===== config.mk =====
export PLATFORM = sky130hd
export DESIGN_NAME = rv32i_instr_encoder
export DESIGN_NICKNAME = d
export VERILOG_FILES = /design/src/rtl/rv32i_instr_encoder.sv
export SDC_FILE = /design/constraint.sdc
export NUM_CORES = 1
export LEC_CHECK = 0
export ABC_AREA = 0
export CORE_MARGIN = 2
export CORE_UTILIZATION = 30
export DETAILED_ROUTE_END_ITERATION = 16
export HOLD_SLACK_MARGIN = 0.06
export PLACE_DENSITY = 0.56
export SYNTH_ARGS = -nofsm -noshare
export SYNTH_HDL_FRONTEND = slang
export SYNTH_SLANG_ARGS = --single-unit

===== constraint.sdc =====
create_clock -name clk -period 3.1 [get_ports clk]
set_input_delay 0.465 -clock clk [delete_from_list [all_inputs] [get_ports clk]]
set_output_delay 0.465 -clock clk [all_outputs]
set_load 0.01 [all_outputs]

===== src/rtl/rv32i_instr_encoder.sv =====
// rtl/rv32i_instr_encoder.sv - RV32I field-bundle encoder streaming legal words into instruction memory
module rv32i_instr_encoder #(
    parameter int ADDR_W    = 10,
    parameter int DEPTH     = 1024,
    parameter int BASE_ADDR = 0
) (
    input  logic              clk,
    input  logic              rst_n,
    input  logic              start,
    input  logic              finish,
    input  logic              in_valid,
    output logic              in_ready,
    input  logic [3:0]        kind,
    input  logic [3:0]        alu_op,
    input  logic [2:0]        f3,
    input  logic [4:0]        rd,
    input  logic [4:0]        rs1,
    input  logic [4:0]        rs2,
    input  logic [31:0]       imm,
    output logic              imem_we,
    output logic [ADDR_W-1:0] imem_addr,
    output logic [31:0]       imem_wdata,
    output logic [ADDR_W:0]   words,
    output logic              err,
    output logic [7:0]        err_count,
    output logic              done
);
    localparam logic [ADDR_W-1:0] BASE_W  = BASE_ADDR[ADDR_W-1:0];
    localparam logic [ADDR_W:0]   DEPTH_W = DEPTH[ADDR_W:0];

    localparam logic [3:0] K_R = 4'd0, K_I = 4'd1, K_LOAD = 4'd2, K_STORE = 4'd3, K_BRANCH = 4'd4;
    localparam logic [3:0] K_JAL = 4'd5, K_JALR = 4'd6, K_LUI = 4'd7, K_AUIPC = 4'd8;
    localparam logic [3:0] A_SUB = 4'd1, A_AND = 4'd2, A_OR = 4'd3, A_XOR = 4'd4;
    localparam logic [3:0] A_SLT = 4'd5, A_SLL = 4'd6, A_SRL = 4'd7, A_SRA = 4'd8;

    localparam logic [6:0] OP_R = 7'b0110011, OP_IMM = 7'b0010011, OP_LOAD = 7'b0000011;
    localparam logic [6:0] OP_STORE = 7'b0100011, OP_BRANCH = 7'b1100011, OP_JAL = 7'b1101111;
    localparam logic [6:0] OP_JALR = 7'b1100111, OP_LUI = 7'b0110111, OP_AUIPC = 7'b0010111;

    typedef enum logic [1:0] {S_IDLE, S_LOAD, S_DONE} state_e;

    state_e            state_q, state_d;
    logic [ADDR_W-1:0] next_addr_q, next_addr_d;
    logic [ADDR_W:0]   words_q, words_d;
    logic              err_q, err_d;
    logic [7:0]        err_count_q, err_count_d;
    logic              we_q, we_d;
    logic [ADDR_W-1:0] waddr_q, waddr_d;
    logic [31:0]       wdata_q, wdata_d;

    logic        legal;
    logic [31:0] word;
    logic [2:0]  f3_alu;
    logic [6:0]  funct7;
    logic        op_ok, is_shift, imm_i_ok, imm_b_ok, imm_j_ok;

    // Encoder: pure function of the bundle; legality and the word are computed together.
    always_comb begin
        op_ok    = (alu_op <= A_SRA);
        is_shift = (alu_op == A_SLL) || (alu_op == A_SRL) || (alu_op == A_SRA);
        funct7   = ((alu_op == A_SUB) || (alu_op == A_SRA)) ? 7'b0100000 : 7'b0000000;
        imm_i_ok = (&imm[31:11]) || (~|imm[31:11]);
        imm_b_ok = ((&imm[31:12]) || (~|imm[31:12])) && !imm[0];
        imm_j_ok = ((&imm[31:20]) || (~|imm[31:20])) && !imm[0];
        f3_alu   = 3'b000;
        case (alu_op)
            A_AND:        f3_alu = 3'b111;
            A_OR:         f3_alu = 3'b110;
            A_XOR:        f3_alu = 3'b100;
            A_SLT:        f3_alu = 3'b010;
            A_SLL:        f3_alu = 3'b001;
            A_SRL, A_SRA: f3_alu = 3'b101;
            default:      f3_alu = 3'b000;
        endcase
        legal = 1'b0;
        word  = 32'h0;
        case (kind)
            K_R: begin
                legal = op_ok;
                word  = {funct7, rs2, rs1, f3_alu, rd, OP_R};
            end
            K_I: begin
                legal = op_ok && (alu_op != A_SUB) && (is_shift ? (imm[31:5] == 27'd0) : imm_i_ok);
                word  = {(is_shift ? {funct7, imm[4:0]} : imm[11:0]), rs1, f3_alu, rd, OP_IMM};
            end
            K_LOAD: begin
                legal = imm_i_ok && (f3 != 3'd3) && (f3 != 3'd6) && (f3 != 3'd7);
                word  = {imm[11:0], rs1, f3, rd, OP_LOAD};
            end
            K_STORE: begin
                legal = imm_i_ok && (f3 <= 3'd2);
                word  = {imm[11:5], rs2, rs1, f3, imm[4:0], OP_STORE};
            end
            K_BRANCH: begin
                legal = imm_b_ok && (f3 != 3'd2) && (f3 != 3'd3);
                word  = {imm[12], imm[10:5], rs2, rs1, f3, imm[4:1], imm[11], OP_BRANCH};
            end
            K_JAL: begin
                legal = imm_j_ok;
                word  = {imm[20], imm[10:1], imm[11], imm[19:12], rd, OP_JAL};
            end
            K_JALR: begin
                legal = imm_i_ok;
                word  = {imm[11:0], rs1, 3'b000, rd, OP_JALR};
            end
            K_LUI: begin
                legal = (imm[11:0] == 12'd0);
                word  = {imm[31:12], rd, OP_LUI};
            end
            K_AUIPC: begin
                legal = (imm[11:0] == 12'd0);
                word  = {imm[31:12], rd, OP_AUIPC};
            end
            default: begin
                legal = 1'b0;
                word  = 32'h0;
            end
        endcase
    end

    always_comb begin
        state_d     = state_q;
        next_addr_d = next_addr_q;
        words_d     = words_q;
        err_d       = err_q;
        err_count_d = err_count_q;
        we_d        = 1'b0;
        waddr_d     = waddr_q;
        wdata_d     = wdata_q;
        case (state_q)
            S_IDLE, S_DONE: begin
                if (start) begin
                    state_d     = S_LOAD;
                    next_addr_d = BASE_W;
                    words_d     = '0;
                    err_d       = 1'b0;
                    err_count_d = 8'd0;
                end
            end
            S_LOAD: begin
                if (in_valid) begin
                    if (legal) begin
                        we_d        = 1'b1;
                        waddr_d     = next_addr_q;
                        wdata_d     = word;
                        next_addr_d = next_addr_q + 1'b1;
                        words_d     = words_q + 1'b1;
                        // Reaching DEPTH closes the session on the same edge as the last transfer.
                        if (words_d == DEPTH_W) state_d = S_DONE;
                    end else begin
                        err_d = 1'b1;
                        if (err_count_q != 8'hFF) err_count_d = err_count_q + 8'd1;
                    end
                end
                if (finish) state_d = S_DONE;
            end
            default: state_d = S_IDLE;
        endcase
    end

    always_ff @(posedge clk) begin
        if (!rst_n) begin
            state_q     <= S_IDLE;
            next_addr_q <= BASE_W;
            words_q     <= '0;
            err_q       <= 1'b0;
            err_count_q <= 8'd0;
            we_q        <= 1'b0;
            waddr_q     <= '0;
            wdata_q     <= 32'h0;
        end else begin
            state_q     <= state_d;
            next_addr_q <= next_addr_d;
            words_q     <= words_d;
            err_q       <= err_d;
            err_count_q <= err_count_d;
            we_q        <= we_d;
            waddr_q     <= waddr_d;
            wdata_q     <= wdata_d;
        end
    end

    assign in_ready   = (state_q == S_LOAD);
    assign done       = (state_q == S_DONE);
    assign imem_we    = we_q;
    assign imem_addr  = waddr_q;
    assign imem_wdata = wdata_q;
    assign words      = words_q;
    assign err        = err_q;
    assign err_count  = err_count_q;
endmodule


==> results.yml <==
run_status:
  status: "complete, no violations"
worst_setup_path:
  worstSetupPathType: "in -> reg"
  slowest_stage: "clkdlybuf4s50_1"
  startpoint_type: "primary input"
  r2r_cells: 8
  r2r-start: "words[0]"
  crit_end: "words[6]"
  reg2reg_setup_slack_ns: 0.77
  critPathLaunch: "imm[15]"
  crit_family: "simple AND/OR/NAND/NOR gates"
  arrival_ns: 3.14
  cp.required_ns: 3.38
  crit_buf_inv: 4
  cp.depth: 11
  slowest_delay_ns: 0.56
  worstPathMaxFanout: 28
  r2r_end: "state_q[1]"
  critPathCaptureType: "register"
  crit_chain: "clkdlybuf4s50_1, nand4_1, or2_2, or4_1, o211a_2, a31oi_4, buf_12, nand2_1, inv_1, buf_4, a22o_1"
placement:
  gp_congestion: 0.973
  placed_area_mm2: 0.00629
  hpwlAfterDp_um: 12000
  io_buffers: 127
route:
  drt-total-wl_um: 15400
  drcViolationCount: 0
  post_drt_via_cell_ratio: 5.57
  drt_iter0_markers: 358
  num_vias: 4932
  dr.pass1.iters: 5
  antenna_left: 0
  wire_per_inst_um: 17.3
cts:
  hold_buffers: 0
  cts_setup_buffers: 0
  clock_latency_ns: 0.34
  clock_sink_count: 74
  cts_buffers: 9
  post_cts_resized: 0
  clockBufferDepth: 2
  clk_pin_slew_ns: 0.06
  h-tree-depth: 3
  ctsRootBufferMaster: "clkbuf_16"
  cts_tree: "yes"
yosys:
  synth_edf_count: 0
  synthTopCellsByArea: "dfxtp_1 (33%), mux2i_1 (6.8%), o211a_1 (6.2%), nand2_1 (4.2%), nor2b_1 (3.3%)"
  synth_seq_cells: 74
  ys.flop_type: "dfxtp_1"
  synth_top_cell_by_area: "dfxtp_1"
  syn_nets: 602
  ys_seq_area_frac: 0.326
  synth.top_cell.area_share: 0.326
  syn_area_mm2: 0.00455
  synth_commonest_cells: "dfxtp_1 (74), nand2_1 (51), mux2i_1 (31)"
  syn-instance-count: 536
  synthArstFlopShare: 0
  yosys_warnings: 0
  ys_types: 64
  syn_avg_cell_area_um2: 8.49
  synth.most_common_cell: "dfxtp_1"
layout:
  nNetsFinal: 759
  seqCellArea_mm2: 0.00148
  multi_input_area_mm2: 0.00275
  antenna_cells: 0
  areaGrowthSynthToFinish_pct: 44.9
  final_util: 0.438
  fin_area_mm2: 0.00659
  drive_gt1_frac: 0.123
  fillers: 1436
pwr:
  seqPwrFrac: 0.401
  ir_drop_uv: 262
  switching_share: 0.261
  comb_power_share: 0.156
  powerDensity_mw_per_mm2: 363
  p_int_w: 0.00177
  p_leak_nw: 2.68
  power_w: 0.00239
  clockPowerShare: 0.443
  p_sw_w: 0.000625
global_route:
  track_usage: 0.188
  grt_max_degree: 42
  grt_antenna_before_repair: 0
  grt_pass1_wl_um: 24500
  grt_overflow_total: 0
  first_global_vias: 4790
sta:
  hold_viol: 0
  setup_tns_ns: 0
  fin_crit_ns: 2.86
  tightest_slew_ns: 0.760
  fmax_ghz: 0.349
  max_slew_margin: 0.493
  finalSetupViolCount: 0
  finalCritPeriodShare: 0.924
  finClkSkew_ns: 0.00624
  rsz0062_at_grt: "no"
  slew_viol_final: 0
floorplanning:
  die_h_um: 127
  start_util: 0.303
  die_x_um: 127
  row_count: 45
  dieArea_mm2: 0.0162
  core_mm2: 0.0150
  ioPinCount: 128
flow_run:
  cap_violations: 0
min_path:
  min_path_type: "reg -> reg"
[sequential cells by signal, summed over array words and instances, names as in the netlist]
register	cells
err	1
next_addr_q	10
err_count	8
state_q	2
imem_addr	10
words	11
imem_wdata	31
imem_we	1
[power groups by stage]
stage / logic (W) / registers, W / clock network, W
2_1_floorplan: 0.000166 / 0.000981 / 0
3_3_place_gp: 0.000369 / 0.000980 / 0
3_5_place_dp: 0.000372 / 0.000980 / 0
4_1_cts: 0.000373 / 0.000959 / 0.00109
5_1_grt: 0.000404 / 0.000959 / 0.00113
6_report: 0.000374 / 0.000959 / 0.00106
[worst min path at each step]
stage                               from             end  slack, ns  cells past startpoint
after floorplan           next_addr_q[1]  next_addr_q[1]       0.46                      2
after global placement               err             err       0.44                      2
after detailed placement             err             err       0.45                      2
after CTS                            err             err       0.46                      2
after global routing                 err             err       0.47                      2
final                                err             err       0.45                      2
[metrics by stage]
stage	worst slack (ns)	hold WS, ns	instances
CTS	0.256	0.458	886
global route	0.0980	0.473	886
detailed placement	-0.0927	0.448	870
floorplan	0.586	0.463	536
global placement	-0.134	0.439	870
finish	0.235	0.454	886
[worst reg2reg max path: stages (launching register included)]
cell and delay [ns]:
dfxtp_1 0.36, ha_1 0.30, nand2_1 0.10, nor3_1 0.07, or3b_2 0.44, a211o_1 0.32
a311oi_1 0.38, o21ai_0 0.14, a21boi_0 0.17
[cells in the final DEF, fill, tap and decap left out, types with 3 or more instances in the layout]
master,synthesis,routed
clkbuf_16,0,9
nand2_1,51,51
mux2i_1,31,31
buf_12,3,4
clkdlybuf4s50_1,0,126
o211ai_1,7,7
a211oi_1,9,9
nand2b_1,8,8
nor2b_1,24,24
inv_1,11,11
nor4_1,6,6
or4_1,8,8
o21ai_0,20,20
and3_1,9,9
a22oi_1,11,11
o221ai_1,6,6
nor3_1,14,14
a22o_1,16,16
buf_4,5,57
nor2_1,25,25
or3_1,5,5
xnor2_1,3,3
a21oi_1,17,17
ha_1,3,3
o22ai_1,8,8
o211a_1,28,28
and2_1,4,4
dfxtp_1,74,74
a21boi_0,3,3
nand3_1,25,25
o2111ai_1,3,3
nand4_1,12,12
a221oi_1,12,12
inv_6,0,3
[cell families (layout without fill, tap and decap cells)]
group / after synthesis / in the layout / share of synthesized area
AOI/OAI and AO/OA: 165 / 165 / 0.283
DFF: 74 / 74 / 0.326
xor gates and xnor gates: 5 / 5 / 0.00963
and+or+nand+nor: 204 / 204 / 0.236
buffers and inverters: 54 / 216 / 0.0693
adders and majority gates: 3 / 3 / 0.00825
muxes: 31 / 31 / 0.0682
[metal layers]
layer / global-route usage / share of wire / routed length [um] / up-vias
met3: 0.0322 / 0.050 / 769 / 45
met1: 0.244 / 0.45 / 6920 / 2316
met2: 0.304 / 0.46 / 7030 / 200
met5: 0 / 0 / 0 / -
met4: 0.0911 / 0.041 / 637 / 0
li1: - / - / - / 2371
[area by class of cell]
class / count / share of cell area
tap: 188 / 0.0357
multi-input combinational: 408 / 0.418
inverter: 12 / 0.00684
clock inverter: 7 / 0.0116
clock buffer: 9 / 0.0342
sequential: 74 / 0.225
timing repair buffer: 188 / 0.269
No activity file was read; power rests on OpenSTA's default activity.
